## src/rtl/hazard_scoreboard.sv

```systemverilog
// Interlock controller for the 5-stage core: tracks in-flight load and long-op
// writes, stalls dependents in D, and squashes D/E on a taken branch in E.
module hazard_scoreboard_entry #(
  parameter int LOAD_LAT = 1
) (
  input  logic       clk,
  input  logic       rst,
  input  logic       wr,
  input  logic       ld,
  input  logic       lng,
  input  logic       done,
  output logic [1:0] cnt,
  output logic       lbusy
);
  always_ff @(posedge clk) begin
    if (!rst) begin
      cnt   <= 2'd0;
      lbusy <= 1'b0;
    end else begin
      if (wr)                cnt <= ld ? 2'(LOAD_LAT) : 2'd0;
      else if (cnt != 2'd0)  cnt <= cnt - 2'd1;
      // An issue can never target a busy register (WAW blocks it), so issue wins.
      if (wr)        lbusy <= lng & ~ld;
      else if (done) lbusy <= 1'b0;
    end
  end
endmodule

module hazard_scoreboard #(
  parameter int LOAD_LAT = 1,
  parameter int CNT_W    = 16
) (
  input  logic             clk,
  input  logic             rst,
  input  logic             RegWriteD,
  input  logic             ResultSrcD,
  input  logic             LongOpD,
  input  logic [4:0]       RD_D,
  input  logic [4:0]       Rs1_D,
  input  logic [4:0]       Rs2_D,
  input  logic             UsesRs1D,
  input  logic             UsesRs2D,
  input  logic             PCSrcE,
  input  logic             LongDoneW,
  input  logic [4:0]       LongRdW,
  output logic             StallF,
  output logic             StallD,
  output logic             FlushD,
  output logic             FlushE,
  output logic [CNT_W-1:0] stall_count
);
  logic [31:1][1:0] cnt;
  logic [31:0]      busy;
  logic [31:0]      lpend;
  logic             src_hz, waw_hz, hz, issue;

  // Entry 0 is x0: never busy, never pending.
  assign busy[0]  = 1'b0;
  assign lpend[0] = 1'b0;

  generate
    for (genvar i = 1; i < 32; i++) begin : g_reg
      hazard_scoreboard_entry #(.LOAD_LAT(LOAD_LAT)) u_entry (
        .clk   (clk),
        .rst   (rst),
        .wr    (issue && (RD_D == 5'(i))),
        .ld    (ResultSrcD),
        .lng   (LongOpD),
        .done  (LongDoneW && (LongRdW == 5'(i))),
        .cnt   (cnt[i]),
        .lbusy (lpend[i])
      );
      assign busy[i] = (cnt[i] != 2'd0) | lpend[i];
    end
  endgenerate

  assign src_hz = (UsesRs1D & busy[Rs1_D]) | (UsesRs2D & busy[Rs2_D]);
  assign waw_hz = RegWriteD & lpend[RD_D];
  assign hz     = (src_hz | waw_hz) & ~PCSrcE;
  assign issue  = ~hz & ~PCSrcE & RegWriteD & (RD_D != 5'd0);

  assign StallF = rst & hz;
  assign StallD = rst & hz;
  assign FlushD = rst & PCSrcE;
  assign FlushE = rst & (hz | PCSrcE);

  always_ff @(posedge clk) begin
    if (!rst)                        stall_count <= '0;
    else if (StallD && !(&stall_count)) stall_count <= stall_count + 1'b1;
  end
endmodule

```

## config.mk

```make
export PLATFORM = sky130hd
export DESIGN_NAME = hazard_scoreboard
export DESIGN_NICKNAME = d
export VERILOG_FILES = /design/src/rtl/hazard_scoreboard.sv
export SDC_FILE = /design/constraint.sdc
export NUM_CORES = 1
export LEC_CHECK = 0
export BUFFER_PORTS_ARGS = -buffer_cell sky130_fd_sc_hd__buf_4
export CORE_ASPECT_RATIO = 1.5
export CORE_MARGIN = 3
export CORE_UTILIZATION = 25
export CTS_BUF_LIST = sky130_fd_sc_hd__clkbuf_8
export DETAILED_ROUTE_END_ITERATION = 10
export GPL_TIMING_DRIVEN = 0
export SYNTH_ARGS = -nofsm -noshare
export SYNTH_HDL_FRONTEND = slang
export SYNTH_SLANG_ARGS = --single-unit
```

## constraint.sdc

```tcl
create_clock -name clk -period 5.4 [get_ports clk]
set_input_delay 0.54 -clock clk [delete_from_list [all_inputs] [get_ports clk]]
set_output_delay 0.54 -clock clk [all_outputs]
set_load 0.02 [all_outputs]
```

==> metrics.cfg <==
[outcome]
run_status = completed

[worst_setup_path]
path_max_fanout = 10
path_class = register to output port
crit_path_end_kind = output port
start_kind = register
cp.required_ns = 4.86
arrival_ns = 3.57

[floorplanning]
die_h_um = 205
die_w_um = 138
dieArea_um2 = 28400
core-area_um2 = 25900
num_rows = 72
start_util = 0.255
io_pins = 49

[synth]
async_reset_ff_frac = 0
synth_edf_count = 0
synth_cell_types = 50
syn_area_um2 = 6580
yosysWarnings = 0
synth-main-ff-cell = dfxtp_1
syn_inst = 808
ys_seq_area_frac = 0.331
synth_seq_cells = 109
syn_nets = 869
syn-mean-instance-area_um2 = 8.15

[pwr]
p_per_area_nw_per_um2 = 372
ir_worst_vdd_uv = 155
leakage_uw = 0.00299

[routing]
drc = 0
viasPerCell = 4.98
wl_um = 20400
drt_pass1_iterations = 5
wl_per_cell_um = 17.0
ant_nets = 0
num_vias = 5984
drt_iter0_drc = 320

[finish]
n_fill_cell = 2776
final_layout_size_suffix_gt1_frac = 0.101
syn2layout_area_growth_pct = 14.5
multi_input_area_um2 = 3900
layout.nets = 924
seq_area_um2 = 2180
antenna_cells = 0
stdcell_area_um2 = 7530

[clock_tree]
clk_pin_slew_ns = 0.11
tritoncts = done
clock_path_buffers = 2
clockRootBuffer = clkbuf_8
cts.sinks = 109
cts_buffers = 9
cts_setup_buffers = 0
clock_latency_ns = 0.40
cts.repair.resized = 0
holdBufCountCts = 0
ctsHtreeMaxLevel = 3

[sta]
worst_slew_pin_slew_ns = 1.09
grt_setup_unrepaired = false
hold_violations = 0
fin_crit_sh = 0.761
finalSetupViolCount = 0
fin_crit_ns = 4.11
setup_ws_ns = 1.29
slew_headroom = 0.266
final.setup.tns_ns = 0
maxSlewViolCount = 0
fin_skew_ns = 0.0229
fmax_mhz = 243

[placement]
routabilityCongestion = 0.932
dp_slack_ns = 1.51
io_buffers = 44
dpl_cell_area_um2 = 7330
dp_hpwl_um = 16400

[global_route]
grt_max_degree = 20
grt_pass1_wl_um = 32600
antenna_found_initial = 0
grt_overflow_total = 0
track_usage = 0.145
grt_pass1_vias = 5791

[run]
cap_violations = 0

[worst_hold_path]
min_path_type = input pin to register

[metrics by stage]
| step | utilization | hold slack, ns | total power, uW | std cells |
|---|---|---|---|---|
| floorplan | - | 0.449 | 1980 | 808 |
| detailed placement | 0.283 | 0.486 | 2280 | 1185 |
| global route | 0.291 | 0.525 | 3040 | 1201 |
| CTS | 0.291 | 0.481 | 2820 | 1201 |
| finish | 0.291 | 0.499 | 2800 | 1201 |
| global placement | 0.283 | 0.473 | 2240 | 1185 |
[worst max-delay path, cell delays in order (launching register included)]
cell and delay (ns):
dfxtp_1 0.33, inv_1 0.06, ha_1 0.22, inv_1 0.09, o311ai_0 0.47, o311ai_0 0.26
a32oi_1 0.28, o2bb2ai_1 0.13, nor4_4 0.53, buf_6 0.24, buf_6 0.16, nor3_1 0.09
buf_4 0.17, buf_4 0.14
[cell usage after synthesis, types with 2 or more instances]
cell	count	area [um^2]
a211o_1	2	17.5
nand3_1	66	330
or3b_1	2	17.5
nand2b_1	13	81.3
clkbuf_1	27	101
mux2_2	2	22.5
and3_1	40	250
xnor2_1	31	272
o2bb2ai_1	2	17.5
or4_1	3	22.5
o21ai_1	5	25.0
a31oi_1	5	31.3
nor3b_1	11	82.6
ha_1	32	400
buf_6	4	45.0
a311oi_1	2	17.5
buf_2	4	20.0
buf_1	2	7.51
and2_1	3	18.8
o31ai_2	2	25.0
nand4_1	6	37.5
nor2_1	26	97.6
o311ai_0	12	105
buf_4	2	15.0
nor3_1	14	70.1
nor4_1	3	18.8
mux2i_1	45	450
nor2b_1	17	106
mux4_2	11	248
o31ai_1	5	37.5
nand3b_1	12	90.1
o21ai_0	59	295
o211ai_1	19	143
a21oi_1	13	65.1
nand2_1	103	387
dfxtp_1	109	2180
inv_1	81	304
[per-layer routing]
layer	up-vias	GRT usage	routed length [um]
li1	2936	-	-
met5	-	0	0
met4	0	0.0752	983
met3	42	0.0189	836
met1	2830	0.174	8490
met2	176	0.252	10100
[sequential cells by signal (all words and copies together), names as in the netlist]
register and cells:
g.u_entry.lbusy 31, g.u_entry.cnt 62, stall_count 16
[report_power, final]
| part | internal [uW] | leakage (uW) | switching [uW] |
|---|---|---|---|
| combinational | 566 | 0.00199 | 654 |
| sequential | 962 | 0.000891 | 85.8 |
| clock | 222 | 0.000106 | 314 |
[area by class of cell]
class / instances / area share
clock buffers: 9 / 0.0164
multi-input cells: 578 / 0.518
repair buffers: 44 / 0.0438
flip-flops and latches: 109 / 0.290
plain buffers: 39 / 0.0251
well taps: 333 / 0.0553
clock inverters: 7 / 0.0108
inverters: 82 / 0.0409
[path summary, 6_finish.rpt]
kind	startpoint	endpoint	slack [ns]	cells after the start
worst min-delay path	LongRdW[1]	g_reg[16].u_entry.lbusy	0.50	3
worst min register to register	g_reg[1].u_entry.lbusy	g_reg[1].u_entry.lbusy	0.50	2
worst max register to register	g_reg[14].u_entry.cnt[0]	g_reg[22].u_entry.cnt[1]	2.07	12
worst max-delay path	g_reg[14].u_entry.cnt[0]	StallF	1.29	13
[cells by family (layout without fill, tap and decap cells)]
group                    Yosys count  after routing  synth area share
XOR/XNOR                          31             31            0.0412
multiplexers                      59             59             0.111
AND/OR/NAND/NOR                  325            325             0.254
buffers and inverters            121            181            0.0755
AO/OA/AOI/OAI                    131            131             0.125
adder cells (fa/ha/maj)           32             32            0.0608
flip-flops                       109            109             0.331
[layout by cell type, fill, tap and decap left out, types with 3 or more instances in the layout]
master	n
mux2i_1	45
ha_1	32
o21ai_1	5
o31ai_1	5
o21ai_0	59
nor2b_1	17
clkbuf_8	9
o311ai_0	12
nor4_1	3
nand2_1	103
nand2b_1	13
xnor2_1	31
nand3b_1	12
or4_1	3
and2_1	3
dfxtp_1	109
nand4_1	6
nand3_1	66
and3_1	40
a31oi_1	5
buf_6	4
nor3_1	14
buf_2	4
mux4_2	11
buf_4	46
inv_1	81
clkbuf_1	27
nor2_1	26
nor3b_1	11
a21oi_1	13
o211ai_1	19
(Power assumes the default switching activity.)
